### src/rtl/routine_bus_sink_pkg.sv
// routine_bus_sink_pkg: bus layout constants and FSM state encoding for the routine bus sink
package routine_bus_sink_pkg;
    localparam int BUS_W   = 46;
    localparam int LED_HI  = 45;
    localparam int LED_LO  = 28;
    localparam int HEX3_LO = 21;
    localparam int HEX2_LO = 14;
    localparam int HEX1_LO = 7;
    localparam int HEX0_LO = 0;
    typedef enum logic [1:0] {
        DISPLAY  = 2'd0,
        DEBOUNCE = 2'd1,
        BLANK    = 2'd2
    } state_t;
endpackage

### src/rtl/routine_bus_sink_select_sync.sv
// routine_bus_sink_select_sync: 2-flop synchroniser for the select switches plus range check
//   Clock, Reset (sync, active-low), SelectIn (raw switches)
//   sync_sel (synchronised select), sel_valid (sync_sel < NUM_ROUTINES)
module routine_bus_sink_select_sync #(
    parameter int NUM_ROUTINES = 4,
    parameter int SEL_W        = 2
) (
    input  logic             Clock,
    input  logic             Reset,
    input  logic [SEL_W-1:0] SelectIn,
    output logic [SEL_W-1:0] sync_sel,
    output logic             sel_valid
);
    logic [SEL_W-1:0] meta;
    always_ff @(posedge Clock) begin
        if (!Reset) begin
            meta     <= '0;
            sync_sel <= '0;
        end else begin
            meta     <= SelectIn;
            sync_sel <= meta;
        end
    end
    assign sel_valid = 32'(sync_sel) < NUM_ROUTINES;
endmodule

### src/rtl/routine_bus_sink.sv
// routine_bus_sink: selects one routine bus via debounced switches, blanks on switch-over, latches per frame
//   Clock, Reset (sync, active-low), RoutineBuses (46 bits per routine), SelectIn (raw switches),
//   FrameTick (latch strobe) -> Ledr, Hex3..Hex0 (unpacked frame), ActiveRoutine, Switching (in BLANK)
module routine_bus_sink
    import routine_bus_sink_pkg::*;
#(
    parameter int NUM_ROUTINES    = 4,
    parameter int SEL_W           = 2,
    parameter int DEBOUNCE_CYCLES = 16,
    parameter int BLANK_CYCLES    = 8,
    parameter bit HEX_INVERT      = 1'b0
) (
    input  logic                          Clock,
    input  logic                          Reset,
    input  logic [BUS_W*NUM_ROUTINES-1:0] RoutineBuses,
    input  logic [SEL_W-1:0]              SelectIn,
    input  logic                          FrameTick,
    output logic [17:0]                   Ledr,
    output logic [6:0]                    Hex3,
    output logic [6:0]                    Hex2,
    output logic [6:0]                    Hex1,
    output logic [6:0]                    Hex0,
    output logic [SEL_W-1:0]              ActiveRoutine,
    output logic                          Switching
);
    localparam int CW = $clog2(DEBOUNCE_CYCLES) + 1;
    localparam int BW = $clog2(BLANK_CYCLES) + 1;
    localparam logic [6:0] HMASK = HEX_INVERT ? 7'h7F : 7'h00;
    state_t           state, state_n;
    logic [SEL_W-1:0] active, active_n, cand, cand_n, sync_sel;
    logic [CW-1:0]    cnt, cnt_n;
    logic [BW-1:0]    bcnt, bcnt_n;
    logic [BUS_W-1:0] frame, frame_n;
    logic [BUS_W-1:0] buses [NUM_ROUTINES];
    logic             sw, sw_n, sel_valid, change;
    for (genvar k = 0; k < NUM_ROUTINES; k++) begin : g_bus
        assign buses[k] = RoutineBuses[k*BUS_W +: BUS_W];
    end
    routine_bus_sink_select_sync #(.NUM_ROUTINES(NUM_ROUTINES), .SEL_W(SEL_W)) u_sync (
        .Clock    (Clock),
        .Reset    (Reset),
        .SelectIn (SelectIn),
        .sync_sel (sync_sel),
        .sel_valid(sel_valid)
    );
    // An out-of-range select counts as "no change requested".
    assign change = sel_valid && sync_sel != active;
    always_ff @(posedge Clock) begin
        if (!Reset) begin
            state  <= DISPLAY;
            active <= '0;
            cand   <= '0;
            cnt    <= '0;
            bcnt   <= '0;
            frame  <= '0;
            sw     <= 1'b0;
        end else begin
            state  <= state_n;
            active <= active_n;
            cand   <= cand_n;
            cnt    <= cnt_n;
            bcnt   <= bcnt_n;
            frame  <= frame_n;
            sw     <= sw_n;
        end
    end
    always_comb begin
        state_n  = state;
        active_n = active;
        cand_n   = cand;
        cnt_n    = cnt;
        bcnt_n   = bcnt;
        frame_n  = frame;
        sw_n     = sw;
        case (state)
            DISPLAY: begin
                if (FrameTick) frame_n = buses[active];
                if (change) begin
                    cand_n  = sync_sel;
                    cnt_n   = '0;
                    state_n = DEBOUNCE;
                end
            end
            DEBOUNCE: begin
                // The old routine keeps updating until the new one is accepted.
                if (FrameTick) frame_n = buses[active];
                if (!change) state_n = DISPLAY;
                else if (sync_sel != cand) begin
                    cand_n = sync_sel;
                    cnt_n  = '0;
                end else if (cnt == CW'(DEBOUNCE_CYCLES - 1)) begin
                    // Blanking overrides any FrameTick in this cycle.
                    active_n = cand;
                    frame_n  = '0;
                    sw_n     = 1'b1;
                    bcnt_n   = '0;
                    state_n  = BLANK;
                end else cnt_n = cnt + 1'b1;
            end
            default: begin
                bcnt_n = bcnt + 1'b1;
                if (bcnt == BW'(BLANK_CYCLES - 1)) begin
                    sw_n    = 1'b0;
                    state_n = DISPLAY;
                end
            end
        endcase
    end
    assign Ledr          = frame[LED_HI:LED_LO];
    assign Hex3          = frame[HEX3_LO +: 7] ^ HMASK;
    assign Hex2          = frame[HEX2_LO +: 7] ^ HMASK;
    assign Hex1          = frame[HEX1_LO +: 7] ^ HMASK;
    assign Hex0          = frame[HEX0_LO +: 7] ^ HMASK;
    assign ActiveRoutine = active;
    assign Switching     = sw;
endmodule

### config.mk
export PLATFORM = sky130hd
export DESIGN_NAME = routine_bus_sink
export DESIGN_NICKNAME = d
export VERILOG_FILES = /design/src/rtl/routine_bus_sink_pkg.sv /design/src/rtl/routine_bus_sink_select_sync.sv /design/src/rtl/routine_bus_sink.sv
export SDC_FILE = /design/constraint.sdc
export NUM_CORES = 1
export LEC_CHECK = 0
export ABC_CLOCK_PERIOD_IN_PS = 2300
export CELL_PAD_IN_SITES_DETAIL_PLACEMENT = 0
export CELL_PAD_IN_SITES_GLOBAL_PLACEMENT = 2
export CORE_MARGIN = 2
export CORE_UTILIZATION = 20
export DETAILED_ROUTE_END_ITERATION = 16
export PLACE_DENSITY = 0.85
export RECOVER_POWER = 50
export SYNTH_ARGS = -nofsm -noshare
export SYNTH_HDL_FRONTEND = slang
export SYNTH_HIERARCHICAL = 1
export SYNTH_SLANG_ARGS = --single-unit
### constraint.sdc
create_clock -name Clock -period 2.3 [get_ports Clock]
set_input_delay 0.46 -clock Clock [delete_from_list [all_inputs] [get_ports Clock]]
set_output_delay 0.46 -clock Clock [all_outputs]
set_load 0.005 [all_outputs]
==> impl_results.md, run 1 <==
* Flop pwr share at 0.372
* RD Place Congestion at between 0.8 and 0.9
* Global route overflow at 0
* Reg area at between 1000 and 1500 sq um
* Inserted Diodes at 0
* Die W at 138 um
* Commonest cells post-synth: 104 x nand2_1, 66 x dfxtp_1, 59 x a21oi_1
* Final Critical Period at approximately 2100 ps
* Most frequent cell after synthesis: nand2_1
* # hold bufs at CTS at 0
* CP top delay family: flip-flops
* Prevailing post-synth register cell: dfxtp_1
* Fin util at 0.367
* Power after layout at 3.27 mW
* Synthesized cell area at around 3600 sq um
* Power per Cell Area at 499 nW/um^2
* Setup-failing EPs final at 0
* Top-level I/O count at 238
* Mapped Cells at 361
* Sequential share of the synthesized area at 0.366
* Final ANT Viol Nets at 0
* CTS sink cnt at 66
* Critical path depth at 1
* Net Sw Frac at 0.205
* Port Buffers at around 240
* Area grow syn2layout at 81.5%
* Slew at the pin closest to its max-slew limit at roughly 660 ps
* Fraction of layout cells with a size suffix above 1 at 0.122
* Slew Viols, Final at 0
* LEAKAGE at between 2 and 2.5 nW
* Post-cts sizing count at 0
* Max clock buf depth at 2
* Die span in y at ~140 um
* Psw at 670 uW
* Worst-skew pair later-pin latency at between 300 and 400 ps
* EDFF count, synth at 0
* Worst Path Required at 1840 ps
* Slew HR at 0.559
* Async SR Flop Fraction at 0
* Number of fill cells at about 1.8k
* Synth warn at 6
* Synth area leaders: dfxtp_1 37%, mux4_2 29%, nand2_1 11%, a21oi_1 8.2%, buf_2 1.2%
* Final WL at 13100 um
* DRT Pass-1 Iters at 4
* Clk root buf: clkbuf_16
* Worst-path fanout max at 8
* Delay of the slowest critical-path stage at between 600 and 700 ps
* Core Area at between 15000 and 20000 sq um
* Max_cap viols at 0
* Crit share post-route at 0.901
* Critical path's slowest cell: dfxtp_1
* Crit start category: register
* Worst reg2reg path endpoint: bcnt[2]
* Multi-input logic area at roughly 2100 sq um
* GRT Util Overall at 0.136
* CTS HTree Levels at 3
* Hold Path Stages at 1
* Nets@finish at 783
* Distinct cell type count after synthesis at 34
* Combinational Power Share at 0.184
* First-pass GRT wire length at roughly 21000 um
* Pin count of the biggest net entering global routing at 47
* Critical-path cell list: clkdlybuf4s50_1
* # Post-CTS Setup Buffers at 0
* Residual DRC at 0
* Setup TNS at 0 ps
* Vias per inst at 4.44
* Worst Hold Class: register to register
* Syn_nets at about 550
* Inserted Clock Buffers at 9
* Row cnt at 49
* Hold endpoint: u_sync/sync_sel[0]
* Placement Setup Slack at approximately 330 ps
* Die ar. at 19100 sq um
* Unrepaired setup endpoints after global routing: no
* Final hold viol count at 0
* Starting Density at 0.202
* Int Pwr at about 2.6 mW
* Fmax at approximately 480 MHz
* Worst-path clk slew at ~50 ps
* Drt wl/cell at roughly 16 um
* R2R setup slack at between 300 and 400 ps
* Vias post-DR at between 3k and 4k
* Dpl hpwl at 10400 um
* Synth area leader: dfxtp_1
* Avg Cell Area, Syn at between 9 and 10 sq um
* Critical path buffer and inverter count at 1
* Vias in the first global route at ~3.8k
* Status: finished, final reports clean
* CP Capture Type: output pin
* R2r startpoint: cnt[0]
* Final setup margin at ~230 ps
* Initial DRC Count at around 160
* R2R depth at 8
* FF+latch count, synth at 66
* Initial antenna violation count at 0
* HP Start: u_sync/meta[0]
* Clock power share at 0.444
* Clock skew at around 5.7 ps
* CTS tree: built
* Post-synth top area share at 0.366
* Arrival time at the worst endpoint at approximately 1600 ps
* VDD IR max at between 0.0003 and 0.0004 V
* Setup CP Type: register to output pin
[layout by cell type, fill, tap and decap left out, types with 3 or more instances in the layout]
cell             Yosys  routed
nand4b_1             3       3
buf_12               0       3
inv_1                4       4
a21oi_1             59      59
dlygate4sd3_1        0      48
clkbuf_16            0       9
dfxtp_1             66      66
xor2_1               5       5
buf_4                2       7
clkbuf_1            10       5
o211ai_1             5       5
nand2_1            104     103
clkdlybuf4s50_1      0     189
ha_1                 3       3
mux4_2              46      46
nand3_1              5       5
and2_1               5       3
o21ai_0              7       7
[per-layer routing]
layer  GRT usage  vias to the layer above  routed length (um)
met5           0                        -                   0
met4      0.0424                        0                 235
met3      0.0454                       21                 805
met2       0.240                      138                6660
met1       0.157                     1724                5410
li1            -                     1777                   -
[registers in the layout, indices dropped and copies added (netlist names)]
signal,count
ActiveRoutine,2
Switching,1
bcnt,4
cand,2
cnt,5
frame,46
state,2
u_sync/meta,2
u_sync/sync_sel,2
[layout make-up]
class,count,share of cell area
Sequential cell,66,0.202
Clock buffer,14,0.0388
Multi-Input combinational cell,262,0.324
Tap cell,229,0.0438
Clock inverter,2,0.00917
Inverter,4,0.00229
Timing Repair Buffer,248,0.380
[how the worst max path moves through the flow]
stage / from / to
3_5_place_dp: cnt[0] / frame[26]
6_report: ActiveRoutine[0] / ActiveRoutine[0]
2_1_floorplan: cnt[0] / frame[44]
5_1_grt: ActiveRoutine[0] / cnt[3]
3_3_place_gp: cnt[0] / frame[26]
4_1_cts: cnt[0] / frame[26]
[kinds of logic after synthesis]
family	Yosys count	synth area share
and+or+nand+nor	128	0.152
xor gates and xnor gates	6	0.0146
DFF	66	0.366
AOI/OAI and AO/OA	78	0.121
adders and majority gates	3	0.0104
muxes	46	0.287
other	1	0.00104
buffers and inverters	33	0.0479
[metrics by stage]
step / hold WS (ps) / instance area (sq um) / cells
final: 425 / 6550 / 825
after global routing: 461 / 6550 / 825
after CTS: 427 / 6560 / 825
after detailed placement: 414 / 6240 / 809
after global placement: 417 / 6240 / 809
after floorplan: 406 / 3610 / 361
[power groups by stage]
stage               logic (mW)  clock network [mW]  registers (mW)
floorplan                0.163                   0            1.25
global placement         0.615                   0            1.24
detailed placement       0.624                   0            1.24
CTS                      0.628                1.51            1.22
global route             0.645                1.56            1.22
finish                   0.601                1.45            1.22
Power figures use the tool's default switching activity.
==> inputs of run 2 (changes only) <==
--- a/config.mk
+++ b/config.mk
@@ -6,6 +6,7 @@
 export NUM_CORES = 1
 export LEC_CHECK = 0
 export ABC_CLOCK_PERIOD_IN_PS = 2300
+export CAP_MARGIN = 15
 export CELL_PAD_IN_SITES_DETAIL_PLACEMENT = 0
 export CELL_PAD_IN_SITES_GLOBAL_PLACEMENT = 2
 export CORE_MARGIN = 2
==> results of run 2 <==
Final layout, timing and power as in run 1 (identical DEF).
